==> config.mk <==
export PLATFORM = sky130hd
export DESIGN_NAME = tft_pic_gen
export DESIGN_NICKNAME = d
export VERILOG_FILES = /design/src/rtl/tft_pic_gen.sv
export SDC_FILE = /design/constraint.sdc
export NUM_CORES = 1
export LEC_CHECK = 0
export CORE_UTILIZATION = 62
export CTS_BUF_LIST = sky130_fd_sc_hd__clkbuf_8 sky130_fd_sc_hd__clkbuf_16
export CTS_CLUSTER_SIZE = 8
export DETAILED_ROUTE_END_ITERATION = 8
export PLACE_DENSITY = 0.88
export SYNTH_ARGS = -nofsm -noshare
export SYNTH_HDL_FRONTEND = slang
export SYNTH_SLANG_ARGS = --single-unit
==> constraint.sdc <==
create_clock -name clk_33_3m -period 16 [get_ports clk_33_3m]
set_clock_uncertainty 0.1 [all_clocks]
set_input_delay 2.4 -clock clk_33_3m [delete_from_list [all_inputs] [get_ports clk_33_3m]]
set_output_delay 2.4 -clock clk_33_3m [all_outputs]
set_load 0.01 [all_outputs]
==> src/rtl/tft_pic_gen.sv <==
// Pixel source for the TFT driver: eight colour bars with a bouncing sprite
// read from a 1-cycle-latency image ROM, raster position recovered from tft_de.
module tft_pic_gen #(
    parameter int H_DISP = 800,
    parameter int V_DISP = 480,
    parameter int IMG_W  = 100,
    parameter int IMG_H  = 100,
    parameter int STEP   = 4,
    parameter int BAR_W  = H_DISP / 8
) (
    input  logic        clk_33_3m,
    input  logic        rst_n,
    input  logic        tft_de,
    input  logic [1:0]  mode,
    input  logic        move_en,
    output logic [13:0] rom_addr,
    input  logic [15:0] rom_data,
    output logic [15:0] data_out,
    output logic        frame_end,
    output logic [10:0] sprite_x,
    output logic [10:0] sprite_y
);

    localparam logic [10:0] Y_LAST = 11'(V_DISP - 1);
    localparam logic [10:0] X_MAX  = 11'(H_DISP - IMG_W);
    localparam logic [10:0] Y_MAX  = 11'(V_DISP - IMG_H);
    localparam logic [10:0] STEP_W = 11'(STEP);

    logic [10:0] x_cnt;
    logic [10:0] y_cnt;
    logic        de_q;
    logic        dir_x;     // 0 = moving right/down, 1 = moving left/up
    logic        dir_y;
    logic        in_sprite_q;
    logic [15:0] bar_q;

    logic [10:0] nx;
    logic [10:0] ny;
    logic [10:0] dx;
    logic [10:0] dy;
    logic [10:0] bar_idx;
    logic        hit;
    logic        de_fall;
    logic [15:0] bar_colour;

    // Coordinate the driver samples next cycle, so the ROM word lines up with it.
    always_comb begin
        nx      = tft_de ? (x_cnt + 11'd1) : 11'd0;
        ny      = y_cnt;
        dx      = nx - sprite_x;
        dy      = ny - sprite_y;
        hit     = (dx < 11'(IMG_W)) && (dy < 11'(IMG_H));
        de_fall = de_q && !tft_de;
        bar_idx = nx / 11'(BAR_W);
    end

    always_comb begin
        rom_addr = '0;
        if (hit) begin
            rom_addr = 14'(dy) * 14'(IMG_W) + 14'(dx);
        end
    end

    always_comb begin
        bar_colour = 16'h0000;
        case (bar_idx)
            11'd0:   bar_colour = 16'hFFFF;
            11'd1:   bar_colour = 16'hFFE0;
            11'd2:   bar_colour = 16'h07FF;
            11'd3:   bar_colour = 16'h07E0;
            11'd4:   bar_colour = 16'hF81F;
            11'd5:   bar_colour = 16'hF800;
            11'd6:   bar_colour = 16'h001F;
            default: bar_colour = 16'h0000;
        endcase
    end

    always_comb begin
        data_out = 16'h0000;
        if (tft_de) begin
            case (mode)
                2'd0:    data_out = in_sprite_q ? rom_data : bar_q;
                2'd1:    data_out = bar_q;
                2'd2:    data_out = in_sprite_q ? rom_data : 16'h0000;
                default: data_out = 16'hFFFF;
            endcase
        end
    end

    always_ff @(posedge clk_33_3m or negedge rst_n) begin
        if (!rst_n) begin
            x_cnt       <= '0;
            y_cnt       <= '0;
            de_q        <= 1'b0;
            frame_end   <= 1'b0;
            in_sprite_q <= 1'b0;
            bar_q       <= '0;
        end else begin
            de_q        <= tft_de;
            x_cnt       <= tft_de ? (x_cnt + 11'd1) : 11'd0;
            frame_end   <= de_fall && (y_cnt == Y_LAST);
            in_sprite_q <= hit;
            bar_q       <= bar_colour;
            if (de_fall) begin
                y_cnt <= (y_cnt == Y_LAST) ? 11'd0 : (y_cnt + 11'd1);
            end
        end
    end

    // Motion only on the frame_end cycle, which lies in vertical blanking.
    always_ff @(posedge clk_33_3m or negedge rst_n) begin
        if (!rst_n) begin
            sprite_x <= '0;
            sprite_y <= '0;
            dir_x    <= 1'b0;
            dir_y    <= 1'b0;
        end else if (frame_end && move_en) begin
            if (!dir_x) begin
                if (sprite_x + STEP_W > X_MAX) begin
                    sprite_x <= X_MAX;
                    dir_x    <= 1'b1;
                end else begin
                    sprite_x <= sprite_x + STEP_W;
                end
            end else if (sprite_x < STEP_W) begin
                sprite_x <= '0;
                dir_x    <= 1'b0;
            end else begin
                sprite_x <= sprite_x - STEP_W;
            end

            if (!dir_y) begin
                if (sprite_y + STEP_W > Y_MAX) begin
                    sprite_y <= Y_MAX;
                    dir_y    <= 1'b1;
                end else begin
                    sprite_y <= sprite_y + STEP_W;
                end
            end else if (sprite_y < STEP_W) begin
                sprite_y <= '0;
                dir_y    <= 1'b0;
            end else begin
                sprite_y <= sprite_y - STEP_W;
            end
        end
    end

endmodule

==> impl_metrics.py <==
metrics = {
    "status": {
        "status": "finished with violations",
        "violations": "DRC",
    },
    "power_and_ir_drop": {
        "p_per_area_nw_per_um2": 190,
        "ir_drop_mv": 0.210,
        "leakage_nw": 2.81,
        "fin_total_pwr_mw": 1.24,
    },
    "sta": {
        "rsz0062_at_grt": "no",
        "finalHoldViolCount": 0,
        "timing.final.crit_share": 0.631,
        "fin_setup_tns_ns": 0,
        "fmax_ghz": 0.0990,
        "setup_slack_ns": 5.90,
        "period_needed_ns": 10.10,
        "drv_slew": 0,
        "setup_viol_count_final": 0,
        "slew-limit-headroom": 0.188,
        "tightest_slew_ns": 1.21,
    },
    "cells_and_area": {
        "seq_area_um2": 1200,
        "multi_input_area_um2": 4110,
        "diodes": 0,
        "n_fill_cell": 694,
        "drive_gt1_frac": 0.0272,
        "syn_to_final_growth_pct": 14.0,
        "nNetsFinal": 900,
    },
    "worst_setup_path": {
        "crit_slowest_cell": "clkdlybuf4s50_1",
        "criticalPathCategory": "in -> out",
        "critPathLaunchType": "primary input",
        "cp-end-kind": "output pin",
        "cp_max_fo": 27,
        "critPathTopFamily": "buffers and inverters",
        "required_ns": 13.50,
        "path_buf_inv": 5,
        "cp_slowest_stage_delay_ns": 0.63,
        "cp.arrival_ns": 7.60,
        "crit_chain": "clkdlybuf4s50_1 > clkinv_1 > nor2_1 > mux2i_1 > clkinv_1 > ha_1 > a21boi_0 > nor2_1 > ha_1 > inv_1 > o21bai_1 > a21oi_1 > o21bai_1 > a21oi_1 > o21bai_1 > a21oi_1 > nor2_1 > xnor2_1 > nor3_1 > clkdlybuf4s50_1",
    },
    "clock_tree": {
        "post_cts_resized": 0,
        "cts_buffers": 5,
        "post-cts-setup-buffers": 0,
        "cts_tree": "built",
        "clockRootBuffer": "clkbuf_8",
        "clock-sinks": 48,
        "insertion_delay_ns": 0.32,
        "path_clk_slew_ns": 0.08,
        "cts_hold_buf": 0,
        "htreeDepth": 2,
        "cts.path.max_buffers": 2,
    },
    "floorplanning": {
        "row_count": 34,
        "start_util": 0.649,
        "io_pins": 75,
        "die-area_um2": 9650,
        "fp.dieH_um": 98.2,
        "die_w_um": 98.2,
        "coreArea_um2": 8850,
    },
    "detailed_routing": {
        "remaining_drc_errors": 3,
        "vias_per_cell": 6.22,
        "antenna_left": 0,
        "wire_per_inst_um": 16.3,
        "vias": 5696,
        "drt_pre_antenna_iters": 9,
        "routed_wirelength_um": 14900,
        "dr.first_iter.drc_count": 319,
    },
    "grt": {
        "antenna_found_initial": 0,
        "grt_usage": 0.310,
        "grt_pass1_vias": 5457,
        "grt_max_degree": 49,
        "grt_pass1_wl_um": 24800,
        "grt-ovfl-total": 0,
    },
    "logic_synthesis": {
        "ys_warn_count": 0,
        "ys_seq_elements": 48,
        "yosysSeqAreaShare": 0.209,
        "synth_edf_count": 0,
        "netlist_area_um2": 5740,
        "syn_inst": 755,
        "avgSynthCellArea_um2": 7.60,
        "synthDistinctLibCells": 75,
        "async_flop_share": 1.00,
        "synth_ff_type": "dfrtp_1",
    },
    "placed_design": {
        "hpwl_um": 11600,
        "pre_cts_slack_ns": 6.08,
        "place_congestion": 0.937,
        "numPortBuffers": 70,
    },
    "hold_path": {
        "hold_path_class": "reg -> reg",
    },
    "job": {
        "cap_violations": 0,
    },
}
## report_power, final
group,internal (mW),total [mW],switching [mW]
clock,0.0346,0.0770,0.0424
sequential,0.129,0.139,0.0110
combinational,0.457,1.03,0.570
## logic make-up (layout without fill, tap and decap cells)
logic type,Yosys count,after routing,share of synthesized area
AO/OA/AOI/OAI,213,213,0.243
XOR/XNOR,50,50,0.0787
adder cells (fa/ha/maj),72,72,0.166
buffers and inverters,112,159,0.0789
flip-flops,48,48,0.209
multiplexers,7,7,0.0139
other,2,8,0.00131
AND/OR/NAND/NOR,251,251,0.209
## worst reg2reg max path, cell delays in order, from the launching register on
cell and delay, ns:
dfrtp_1 0.50, nand3_4 0.17, nor2_1 0.21, mux2i_1 0.44
clkinv_1 0.40, ha_1 0.42, a21boi_0 0.15, o21ai_0 0.17
nand2b_1 0.10, a21o_1 0.19, a21oi_1 0.19, xnor2_1 0.12
nor4_1 0.28, nand4b_1 0.48, nor2_1 0.23
## area by class of cell
type	count	area share
Timing Repair Buffer	71	0.107
Inverter	80	0.0459
Tap cell	108	0.0207
Clock buffer	6	0.0126
Sequential cell	48	0.184
Clock inverter	2	0.00172
Multi-Input combinational cell	601	0.628
## sequential cells by signal (all words and copies together) (netlist names), 3 cells and up
signal    count
bar_q         3
ny           11
sprite_x      9
sprite_y      9
x_cnt        11
## layout by cell type (no fill, tap or decap), types with 5 or more instances in the layout
master	n
nand2b_1	11
and2_1	5
xnor2_1	35
a21boi_0	7
nor2b_1	7
a21oi_1	59
nand4_1	11
a31oi_1	11
nand2_1	61
nor3_1	37
clkbuf_8	6
o41ai_1	5
nor4_1	9
o21ai_0	49
a21o_1	9
conb_1	8
xor2_1	14
nor2_1	70
nand3_1	20
o31ai_1	8
dfrtp_1	48
clkdlybuf4s50_1	69
fa_1	7
inv_1	77
or3_1	5
o21bai_1	10
ha_1	64
a211oi_1	8
## Yosys cell counts, types with 8 or more instances
cell      instances  area share
ha_1             64        0.14
nand3_1          20       0.017
dfrtp_1          48        0.21
a21o_1            9       0.012
a211oi_1          8       0.010
nand2_1          61       0.040
nor4_1            9      0.0098
xor2_1           14       0.021
nor2_1           70       0.046
nor3_1           37       0.032
inv_1            76       0.050
o21ai_0          49       0.043
nand2b_1         11       0.012
o31ai_1           8       0.010
o21bai_1         10       0.013
clkbuf_1         24       0.016
a21oi_1          59       0.051
a31oi_1          11       0.012
xnor2_1          35       0.053
nand4_1          11       0.012
## metrics by stage
stage / cell area, um2 / hold WS, ns / std cells / utilization
2_1_floorplan: 5760 / 0.381 / 761 / -
4_1_cts: 6540 / 0.431 / 916 / 0.739
3_5_place_dp: 6450 / 0.415 / 908 / 0.729
6_report: 6540 / 0.428 / 916 / 0.739
3_3_place_gp: 6450 / 0.408 / 908 / 0.729
5_1_grt: 6540 / 0.441 / 916 / 0.739
## path summary, 6_finish.rpt
check / cells after the start / slack [ns] / endpoint / from
worst max-delay path: 20 / 5.90 / rom_addr[13] / tft_de
worst min-delay path: 1 / 0.43 / ny[10] / ny[10]
worst max register to register: 14 / 11.76 / in_sprite_q / x_cnt[2]
worst min register to register: 1 / 0.43 / ny[10] / ny[10]
max in group asynchronous: 2 / 13.28 / bar_q[10] / rst_n
min in group asynchronous: 2 / 2.08 / sprite_x[8] / rst_n
## per-layer routing
metal  global-route usage  part of all wire  vias to the layer above
met4                0.117             0.029                        0
met2                0.575              0.52                      184
met3               0.0329             0.039                       32
li1                     -                 -                     2774
met5                    0                 0                        -
met1                0.368              0.42                     2706
No activity file was read; power rests on OpenSTA's default activity.
